==> src/rtl/chrono_counter_if.sv <==
// Control and display bus of the stopwatch/timer core.
// The master side drives the control pulses and presets; the slave side returns time, lap and status.
interface chrono_counter_if #(
  parameter int HOURS_W = 4
);
  logic               start_stop;
  logic               clear;
  logic               load;
  logic               mode;
  logic               lap;
  logic [HOURS_W-1:0] pre_h;
  logic [5:0]         pre_m;
  logic [5:0]         pre_s;
  logic [9:0]         pre_ms;

  logic [HOURS_W-1:0] hours;
  logic [5:0]         minutes;
  logic [5:0]         seconds;
  logic [9:0]         milliseconds;
  logic               running;
  logic [HOURS_W-1:0] lap_h;
  logic [5:0]         lap_m;
  logic [5:0]         lap_s;
  logic [9:0]         lap_ms;
  logic               lap_valid;
  logic               done;
  logic               overflow;

  modport master (
    output start_stop, clear, load, mode, lap, pre_h, pre_m, pre_s, pre_ms,
    input  hours, minutes, seconds, milliseconds, running,
           lap_h, lap_m, lap_s, lap_ms, lap_valid, done, overflow
  );

  modport slave (
    input  start_stop, clear, load, mode, lap, pre_h, pre_m, pre_s, pre_ms,
    output hours, minutes, seconds, milliseconds, running,
           lap_h, lap_m, lap_s, lap_ms, lap_valid, done, overflow
  );
endinterface

==> src/rtl/chrono_counter.sv <==
// Stopwatch / countdown timer core: prescaled 1 ms tick, h:m:s:ms counter,
// run/stop, clear, saturating preset load and lap capture.
module chrono_counter #(
  parameter int TICK_DIV  = 1000,
  parameter int HOURS_W   = 4,
  parameter int MAX_HOURS = 10
) (
  input logic             clk,
  input logic             reset,
  chrono_counter_if.slave bus
);
  localparam int                 PW         = (TICK_DIV > 1) ? $clog2(TICK_DIV) : 1;
  localparam logic [PW-1:0]      PRESC_LAST = PW'(TICK_DIV - 1);
  localparam logic [HOURS_W-1:0] H_LAST     = HOURS_W'(MAX_HOURS - 1);

  typedef enum logic {ST_STOPPED, ST_RUNNING} run_state_t;

  run_state_t         state, state_n;
  logic [PW-1:0]      presc, presc_n;
  logic [HOURS_W-1:0] h_q, h_n;
  logic [5:0]         m_q, m_n, s_q, s_n;
  logic [9:0]         ms_q, ms_n;
  logic               done_q, done_n, ovf_q, ovf_n;
  logic [HOURS_W-1:0] lap_h_q;
  logic [5:0]         lap_m_q, lap_s_q;
  logic [9:0]         lap_ms_q;
  logic               lap_valid_q;
  logic               tick, is_zero;

  // Next-state and next-time computation; priority clear > load > start_stop/tick.
  always_comb begin
    tick    = (state == ST_RUNNING) && (presc == PRESC_LAST);
    is_zero = (h_q == '0) && (m_q == '0) && (s_q == '0) && (ms_q == '0);
    state_n = state;
    presc_n = '0;
    h_n     = h_q;
    m_n     = m_q;
    s_n     = s_q;
    ms_n    = ms_q;
    done_n  = 1'b0;
    ovf_n   = 1'b0;

    if (state == ST_RUNNING) presc_n = tick ? '0 : presc + PW'(1);

    if (bus.clear) begin
      state_n = ST_STOPPED;
      presc_n = '0;
      h_n     = '0;
      m_n     = '0;
      s_n     = '0;
      ms_n    = '0;
    end else if (bus.load && state == ST_STOPPED) begin
      h_n  = (bus.pre_h  > H_LAST) ? H_LAST : bus.pre_h;
      m_n  = (bus.pre_m  > 6'd59)  ? 6'd59  : bus.pre_m;
      s_n  = (bus.pre_s  > 6'd59)  ? 6'd59  : bus.pre_s;
      ms_n = (bus.pre_ms > 10'd999) ? 10'd999 : bus.pre_ms;
    end else begin
      // A load while running falls through here, so it neither blocks start_stop nor the tick.
      if (tick) begin
        if (!bus.mode) begin
          if (ms_q == 10'd999) begin
            ms_n = '0;
            if (s_q == 6'd59) begin
              s_n = '0;
              if (m_q == 6'd59) begin
                m_n = '0;
                if (h_q == H_LAST) begin
                  h_n   = '0;
                  ovf_n = 1'b1;
                end else begin
                  h_n = h_q + HOURS_W'(1);
                end
              end else begin
                m_n = m_q + 6'd1;
              end
            end else begin
              s_n = s_q + 6'd1;
            end
          end else begin
            ms_n = ms_q + 10'd1;
          end
        end else begin
          // A down tick from 0.001 (or from zero after a mid-run mode flip) lands on zero and stops.
          if (h_q == '0 && m_q == '0 && s_q == '0 && ms_q <= 10'd1) begin
            ms_n    = '0;
            done_n  = 1'b1;
            state_n = ST_STOPPED;
          end else if (ms_q == '0) begin
            ms_n = 10'd999;
            if (s_q == '0) begin
              s_n = 6'd59;
              if (m_q == '0) begin
                m_n = 6'd59;
                h_n = h_q - HOURS_W'(1);
              end else begin
                m_n = m_q - 6'd1;
              end
            end else begin
              s_n = s_q - 6'd1;
            end
          end else begin
            ms_n = ms_q - 10'd1;
          end
        end
      end
      if (bus.start_stop) begin
        if (state == ST_RUNNING) state_n = ST_STOPPED;
        else if (!(bus.mode && is_zero)) state_n = ST_RUNNING;
      end
    end
  end

  // State, prescaler, time and status pulse registers.
  always_ff @(posedge clk) begin
    if (reset) begin
      state  <= ST_STOPPED;
      presc  <= '0;
      h_q    <= '0;
      m_q    <= '0;
      s_q    <= '0;
      ms_q   <= '0;
      done_q <= 1'b0;
      ovf_q  <= 1'b0;
    end else begin
      state  <= state_n;
      presc  <= presc_n;
      h_q    <= h_n;
      m_q    <= m_n;
      s_q    <= s_n;
      ms_q   <= ms_n;
      done_q <= done_n;
      ovf_q  <= ovf_n;
    end
  end

  // Lap capture of the pre-tick value, with a one-cycle valid pulse.
  always_ff @(posedge clk) begin
    if (reset) begin
      lap_h_q     <= '0;
      lap_m_q     <= '0;
      lap_s_q     <= '0;
      lap_ms_q    <= '0;
      lap_valid_q <= 1'b0;
    end else begin
      lap_valid_q <= bus.lap;
      if (bus.lap) begin
        lap_h_q  <= h_q;
        lap_m_q  <= m_q;
        lap_s_q  <= s_q;
        lap_ms_q <= ms_q;
      end
    end
  end

  assign bus.hours        = h_q;
  assign bus.minutes      = m_q;
  assign bus.seconds      = s_q;
  assign bus.milliseconds = ms_q;
  assign bus.running      = (state == ST_RUNNING);
  assign bus.lap_h        = lap_h_q;
  assign bus.lap_m        = lap_m_q;
  assign bus.lap_s        = lap_s_q;
  assign bus.lap_ms       = lap_ms_q;
  assign bus.lap_valid    = lap_valid_q;
  assign bus.done         = done_q;
  assign bus.overflow     = ovf_q;
endmodule

==> src/flat_wrapper.sv <==
// flat-port wrapper written by rule: the top's interface ports become plain ports
module chrono_counter_flat 
#(
  parameter int TICK_DIV  = 1000,
  parameter int HOURS_W   = 4,
  parameter int MAX_HOURS = 10
)
  (clk, reset, bus_start_stop, bus_clear, bus_load, bus_mode, bus_lap, bus_pre_h, bus_pre_m, bus_pre_s, bus_pre_ms, bus_hours, bus_minutes, bus_seconds, bus_milliseconds, bus_running, bus_lap_h, bus_lap_m, bus_lap_s, bus_lap_ms, bus_lap_valid, bus_done, bus_overflow);
  chrono_counter_if #(.HOURS_W(HOURS_W)) bus_i ();
  input logic clk;
  input logic reset;
  input wire logic [$bits(bus_i.start_stop)-1:0] bus_start_stop;
  input wire logic [$bits(bus_i.clear)-1:0] bus_clear;
  input wire logic [$bits(bus_i.load)-1:0] bus_load;
  input wire logic [$bits(bus_i.mode)-1:0] bus_mode;
  input wire logic [$bits(bus_i.lap)-1:0] bus_lap;
  input wire logic [$bits(bus_i.pre_h)-1:0] bus_pre_h;
  input wire logic [$bits(bus_i.pre_m)-1:0] bus_pre_m;
  input wire logic [$bits(bus_i.pre_s)-1:0] bus_pre_s;
  input wire logic [$bits(bus_i.pre_ms)-1:0] bus_pre_ms;
  output wire logic [$bits(bus_i.hours)-1:0] bus_hours;
  output wire logic [$bits(bus_i.minutes)-1:0] bus_minutes;
  output wire logic [$bits(bus_i.seconds)-1:0] bus_seconds;
  output wire logic [$bits(bus_i.milliseconds)-1:0] bus_milliseconds;
  output wire logic [$bits(bus_i.running)-1:0] bus_running;
  output wire logic [$bits(bus_i.lap_h)-1:0] bus_lap_h;
  output wire logic [$bits(bus_i.lap_m)-1:0] bus_lap_m;
  output wire logic [$bits(bus_i.lap_s)-1:0] bus_lap_s;
  output wire logic [$bits(bus_i.lap_ms)-1:0] bus_lap_ms;
  output wire logic [$bits(bus_i.lap_valid)-1:0] bus_lap_valid;
  output wire logic [$bits(bus_i.done)-1:0] bus_done;
  output wire logic [$bits(bus_i.overflow)-1:0] bus_overflow;
  assign bus_i.start_stop = bus_start_stop;
  assign bus_i.clear = bus_clear;
  assign bus_i.load = bus_load;
  assign bus_i.mode = bus_mode;
  assign bus_i.lap = bus_lap;
  assign bus_i.pre_h = bus_pre_h;
  assign bus_i.pre_m = bus_pre_m;
  assign bus_i.pre_s = bus_pre_s;
  assign bus_i.pre_ms = bus_pre_ms;
  assign bus_hours = bus_i.hours;
  assign bus_minutes = bus_i.minutes;
  assign bus_seconds = bus_i.seconds;
  assign bus_milliseconds = bus_i.milliseconds;
  assign bus_running = bus_i.running;
  assign bus_lap_h = bus_i.lap_h;
  assign bus_lap_m = bus_i.lap_m;
  assign bus_lap_s = bus_i.lap_s;
  assign bus_lap_ms = bus_i.lap_ms;
  assign bus_lap_valid = bus_i.lap_valid;
  assign bus_done = bus_i.done;
  assign bus_overflow = bus_i.overflow;
  chrono_counter #(.TICK_DIV(TICK_DIV), .HOURS_W(HOURS_W), .MAX_HOURS(MAX_HOURS)) u_core (.clk(clk), .reset(reset), .bus(bus_i));
endmodule
==> config.mk <==
export PLATFORM = sky130hd
export DESIGN_NAME = chrono_counter_flat
export DESIGN_NICKNAME = d
export VERILOG_FILES = /design/src/rtl/chrono_counter_if.sv /design/src/rtl/chrono_counter.sv /design/src/flat_wrapper.sv
export SDC_FILE = /design/constraint.sdc
export NUM_CORES = 1
export LEC_CHECK = 0
export ABC_AREA = 1
export CAP_MARGIN = 15
export CORE_MARGIN = 5
export CORE_UTILIZATION = 52
export DETAILED_ROUTE_END_ITERATION = 8
export PLACE_DENSITY = 0.9
export SETUP_SLACK_MARGIN = 0.05
export SLEW_MARGIN = 10
export SYNTH_ARGS = -nofsm -noshare
export SYNTH_HDL_FRONTEND = slang
export SYNTH_SLANG_ARGS = --single-unit
==> constraint.sdc <==
create_clock -name clk -period 2.4 [get_ports clk]
set_input_delay 0.24 -clock clk [delete_from_list [all_inputs] [get_ports clk]]
set_output_delay 0.24 -clock clk [all_outputs]
set_load 0.03 [all_outputs]
==> Word level (Yosys, flattened, before mapping) <==
Cells that the tools add are included.
W data, S select, Z words.
{ "word_totals": {"input_bits": 33, "mem_bits_rw": 0, "rom_bits": 0, "n_memories": 0, "latchBits": 0, "out_inout_bits": 56, "word_cells": 111, "reg_bits": 66} }
{ "classes": {"n_mul": 0, "bitwise": 6, "shifts": 0, "reduce_logical": 22, "n_eq_ne": 9, "magnitude_cmp": 5, "add_sub_neg": 9, "div_mod_pow": 0, "n_mux": 47} }
{ "ops": {"columns": ["op", "n"], "rows": [
  ["$mux W6", 20],
  ["$mux W10", 7],
  ["$mux W4", 12],
  ["$add A10 B1 Y10 const B", 2],
  ["$eq A10 B10 Y1 const B", 2],
  ["$add A6 B1 Y6 const B", 2],
  ["$eq A6 B6 Y1 const B", 2],
  ["$gt A6 B6 Y1 const B", 2],
  ["$logic_not A6 Y1", 2],
  ["$sub A6 B1 Y6 const B", 2],
  ["$gt A10 B10 Y1 const B", 1],
  ["$le A10 B1 Y1 const B", 1],
  ["$logic_not A10 Y1", 1],
  ["$sub A10 B1 Y10 const B", 1],
  ["$ne A3 B1 Y1 const B", 3],
  ["$reduce_bool A3 Y1", 3],
  ["$mux W1", 8],
  ["$reduce_and A8 Y1", 1],
  ["$reduce_or A8 Y1", 1],
  ["$logic_and A1 B1 Y1", 7],
  ["$not A1 Y1", 6],
  ["$reduce_and A6 Y1", 1],
  ["$reduce_or A5 Y1", 1],
  ["$add A4 B1 Y4 const B", 1],
  ["9 further kinds", 9]
]} }

==> Longest topological paths before layout <==
{ "depth": {"ltp_word": 10, "depth_mapped": 12, "mapped_depth_nobuf": 12} }

==> Least setup slack after synthesis <==
OpenSTA, ideal clock, no wires.
{ "synth_path": {"kind": "register -> register", "startpoint": "reg u_core.ms_q[0], in the netlist u_core.bus.milliseconds[0]", "endpoint": "reg u_core.s_q[0], in the netlist u_core.bus.seconds[0]", "period_less_slack_ns": 1.988, "path_slack_ns": 0.412, "path_stages_with_launch": 11, "required_ns": 2.286, "setup_time_ns": 0.114, "arrival_ns": 1.874, "n_path_buf": 0, "path_cell_list": "dfxtp_1 > inv_1 > ha_1 > o21ai_1 > nor2_4 > nand3_4 > nand2_4 > a21oi_4 > nand2_1 > nand2_1 > nor2_1"} }
{ "synth_via": {"elab_chain_cells": 4, "word_cells_on_any_way": 8, "cone_classes": "order compare (1); eq/ne (3); reduce/logical (4)"} }
{ "synth_lines": {"columns": ["element", "line_no", "rtl"], "rows": [
  ["from (decl)", "chrono_counter.sv:22", "logic [9:0] ms_q, ms_n;"],
  ["from (signal assigned)", "chrono_counter.sv:130", "ms_q <= ms_n;"],
  ["$le A10 B1 Y1", "chrono_counter.sv:84", "if (h_q == '0 && m_q == '0 && s_q == '0 && ms_q <= 10'd1) begin"],
  ["$logic_and A1 B1 Y1", "chrono_counter.sv:84", null],
  ["$ne A3 B2 Y1 (no source line)", null, null],
  ["$reduce_and A4 Y1 (no source line) (*)", null, null],
  ["to (signal assigned)", "chrono_counter.sv:129", "s_q <= s_n;"],
  ["to (decl)", "chrono_counter.sv:21", "logic [5:0] m_q, m_n, s_q, s_n;"]
]} }
Mark *: on every way between the ends. The rest lies on a longest branch, timed or not.
A chain may end at the register's enable or synchronous reset.

==> Final worst setup path <==
{ "layout_path": {"startpoint": "reg u_core.m_q[0], in the netlist u_core.bus.minutes[0]", "endpoint": "reg u_core.s_q[2], in the netlist u_core.bus.seconds[2]"} }
{ "layout_via": {"elab_chain_cells": 6} }
{ "layout_lines": {"columns": ["element", "line_no", "rtl"], "rows": [
  ["from (decl)", "chrono_counter.sv:21", null],
  ["from (signal assigned)", "chrono_counter.sv:128", "m_q <= m_n;"],
  ["$logic_not A6 Y1", "chrono_counter.sv:84", null],
  ["$logic_and A1 B1 Y1 (3 in a row)", "chrono_counter.sv:84", null],
  ["$ne A3 B2 Y1 (no source line)", null, null],
  ["$reduce_and A4 Y1 (no source line)", null, null]
]} }
No other way between the ends.

==> summary.txt <==
Run status
  • Outcome: finished, final reports clean

CTS
  • Clk_lat worst skew: 350 ps
  • Num CTS Buffers: 9
  • CTS tree: built
  • H-tree levels: 3
  • CTS Root Cell: clkbuf_8
  • CTS clk-pin slew, worst paths: 90 ps
  • Hold_buf cts: 0
  • Postcts setup bufs: 0
  • CTS resizes: 0
  • Max Root-Sink Buffers: 2
  • Clk sink count: 66

Floorplanning
  • Die X: ~100 microns
  • Num ports: roughly 90
  • Die Span Y: 102 microns
  • Initial Util: roughly 54%
  • Core area: 0.00826 sq mm
  • Die ar.: 0.0105 sq mm
  • Row count: 33

Global route
  • Total gr overflow: 0
  • Largest net degree at the start of global routing: 54
  • First-pass GRT wire length: 21.7 mm
  • Total GRT Usage: 26.1%
  • Number of global-route vias before repair: 4533
  • Initial antenna violation count: 0

Detailed routing
  • Residual DRC: 0
  • Routed WL: 13.4 mm
  • Initial DRC count: 359
  • Vias per inst: between 5 and 6
  • Final ANT Viol Nets: 0
  • DR pass1 iterations: 5
  • Vias: approximately 4.8k
  • Drt wl/cell: roughly 15 microns

Logic synthesis
  • Synth unique cells: 38
  • Mapped Area: 0.00443 sq mm
  • Ys flop type: dfxtp_1
  • Mapped Cells: 671
  • Post-synth EDFFs: 0
  • YS warnings: 0
  • Asr flop ratio synth: 0%
  • Syn avg cell area: 6.60 sq um
  • Synthesized net count: slightly above 700
  • Seq/Total Area, Yosys: 29.8%
  • FF+latch count, synth: 66

Pwr
  • Reg power frac: 39.4%
  • Leak: 2.35 nW
  • Switching share of total power: between 30% and 40%
  • Power Dens Cells: 547 mW/mm^2
  • Maximum vdd ir drop: ~0.25 mV
  • Clock power share: 33.1%
  • Internal power: 1.95 mW
  • Gate power share: 27.5%
  • Psw: 1.09 mW

STA
  • Clock Skew: 9.79 ps
  • Total negative setup slack: 0 ps
  • Fin crit share: 85.3%
  • Final hold vios: 0
  • Unrepaired setup endpoints after global routing: false
  • Slew Viols, Final: 0
  • Finish-stage setup viols: 0
  • Actual slew at the worst max-slew pin: 720 ps
  • Rel. slew slack: about 52%
  • Post-route minimum period: just over 2000 ps
  • Final hold slack: between 400 and 500 ps
  • Maximum clock rate: 0.488 GHz

Setup path
  • CP startpoint kind: flop
  • Reg2Reg Setup Slack: approximately 350 ps
  • CP required: 2650 ps
  • Worst setup EP type: flop
  • Setup CP Type: flop to flop
  • Critical Path AT: ~2300 ps
  • Critical Path Fanout Max: 9

Placement
  • Number of port buffers: 88
  • Detail Placement HPWL: 9.89 mm
  • RD Place Congestion: 0.945

Layout
  • Share of layout cells above drive strength 1: between 10% and 20%
  • Layout area overhead: 25.8%
  • Leading cell type in the layout, fill and taps excluded: nand2_1
  • Nets@finish: 800
  • # diodes: 0
  • Most frequent cells in the layout: 154 x nand2_1, 92 x nor2_1, 88 x clkdlybuf4s50_1, 66 x dfxtp_1, 60 x o21ai_0

Hold path
  • Hold Path Class: flop to flop

Job
  • Max_cap viols: 0
-- layer usage --
layer  vias to the layer above  global-route usage (%)  wire length, microns  part of all wire [%]
met2                       223                    43.1                  6420                    48
met1                      2232                    33.6                  5440                    41
met4                         0                    10.1                   324                   2.4
li1                       2339                       -                     -                     -
met5                         -                       0                     0                     0
met3                        29                    5.26                  1180                   8.8
-- layout make-up --
type / instances / area (sq um)
fill: 718 / 2690
clock inverter: 7 / 83.8
timing repair buffer: 95 / 933
sequential: 66 / 1320
clock buffer: 9 / 124
tap: 105 / 131
multi-input combinational: 511 / 2700
inverter: 70 / 273
-- final timing paths --
| check | from | to | depth (start not counted) |
|---|---|---|---|
| setup / recovery | u_core.bus.minutes[0]$_SDFFE_PP0P_ | u_core.bus.seconds[2]$_SDFFE_PP0P_ | 10 |
| hold / removal | u_core.presc[0]$_SDFF_PP0_ | u_core.presc[0]$_SDFF_PP0_ | 1 |
| setup reg to reg | u_core.bus.minutes[0]$_SDFFE_PP0P_ | u_core.bus.seconds[2]$_SDFFE_PP0P_ | 10 |
| hold reg to reg | u_core.presc[0]$_SDFF_PP0_ | u_core.presc[0]$_SDFF_PP0_ | 1 |
-- cell families (layout without fill, tap and decap cells) --
family          after synthesis  after routing  synth area share (%)
fa+ha+maj                    14             14                  3.95
compound gates              122            122                  14.4
flops                        66             66                  29.8
buf+inv                      94            181                  9.12
xor+xnor                     16             16                  3.16
simple gates                359            359                  39.6
-- through the flow --
step | setup WS (ps) | cells | util (%) | cell area, sq um | power, mW
2_1_floorplan | 412 | 671 | - | 4430 | 1.78
3_3_place_gp | 414 | 847 | 64.9 | 5360 | 2.04
3_5_place_dp | 382 | 847 | 64.9 | 5360 | 2.05
4_1_cts | 361 | 863 | 67.5 | 5570 | 3.04
5_1_grt | 167 | 863 | 67.5 | 5570 | 3.19
6_report | 352 | 863 | 67.5 | 5570 | 3.05
-- synthesized netlist by cell type, types with 5 or more instances --
master    count  area (sq um)
xor2_1       13           114
nand4_1      17           106
a21oi_1      55           275
inv_2         8          30.0
clkbuf_1     10          37.5
ha_1         14           175
dfxtp_1      66          1320
buf_2         9          45.0
inv_1        59           221
nand2_2       7          43.8
nand2_1     154           578
nand3_1      49           245
nor2_1       92           345
nand3_4       5          87.6
nor2_4        9           101
nor2_2        5          31.3
o21ai_0      60           300
-- power by group through the flow --
| stage | Sequential [mW] | Combinational [mW] | Clock (mW) |
|---|---|---|---|
| 2_1_floorplan | 1.29 | 0.493 | 0 |
| 3_3_place_gp | 1.22 | 0.813 | 0 |
| 3_5_place_dp | 1.22 | 0.828 | 0 |
| 4_1_cts | 1.20 | 0.832 | 1.01 |
| 5_1_grt | 1.21 | 0.920 | 1.06 |
| 6_report | 1.20 | 0.839 | 1.01 |
-- registers in the layout, summed over array words and instances, names as in the netlist --
| register | cells |
|---|---|
| u_core.bus.lap_valid | 1 |
| u_core.bus.minutes | 6 |
| u_core.presc | 10 |
| u_core.bus.overflow | 1 |
| u_core.bus.lap_h | 4 |
| u_core.bus.seconds | 6 |
| u_core.bus.done | 1 |
| u_core.bus.lap_ms | 10 |
| u_core.bus.hours | 4 |
| u_core.bus.lap_s | 6 |
| u_core.bus.running | 1 |
| u_core.bus.lap_m | 6 |
| u_core.bus.milliseconds | 10 |
-- critical path: stages, from the launching register on --
cell and delay [ps]:
dfxtp_1 430, inv_1 190, ha_1 330, nand3_4 170
nor2_4 60, nand3_4 140, nand2_4 100, a21oi_4 270
nand2_1 110, nand2_1 90, nor2_1 40
Power figures use the tool's default switching activity.
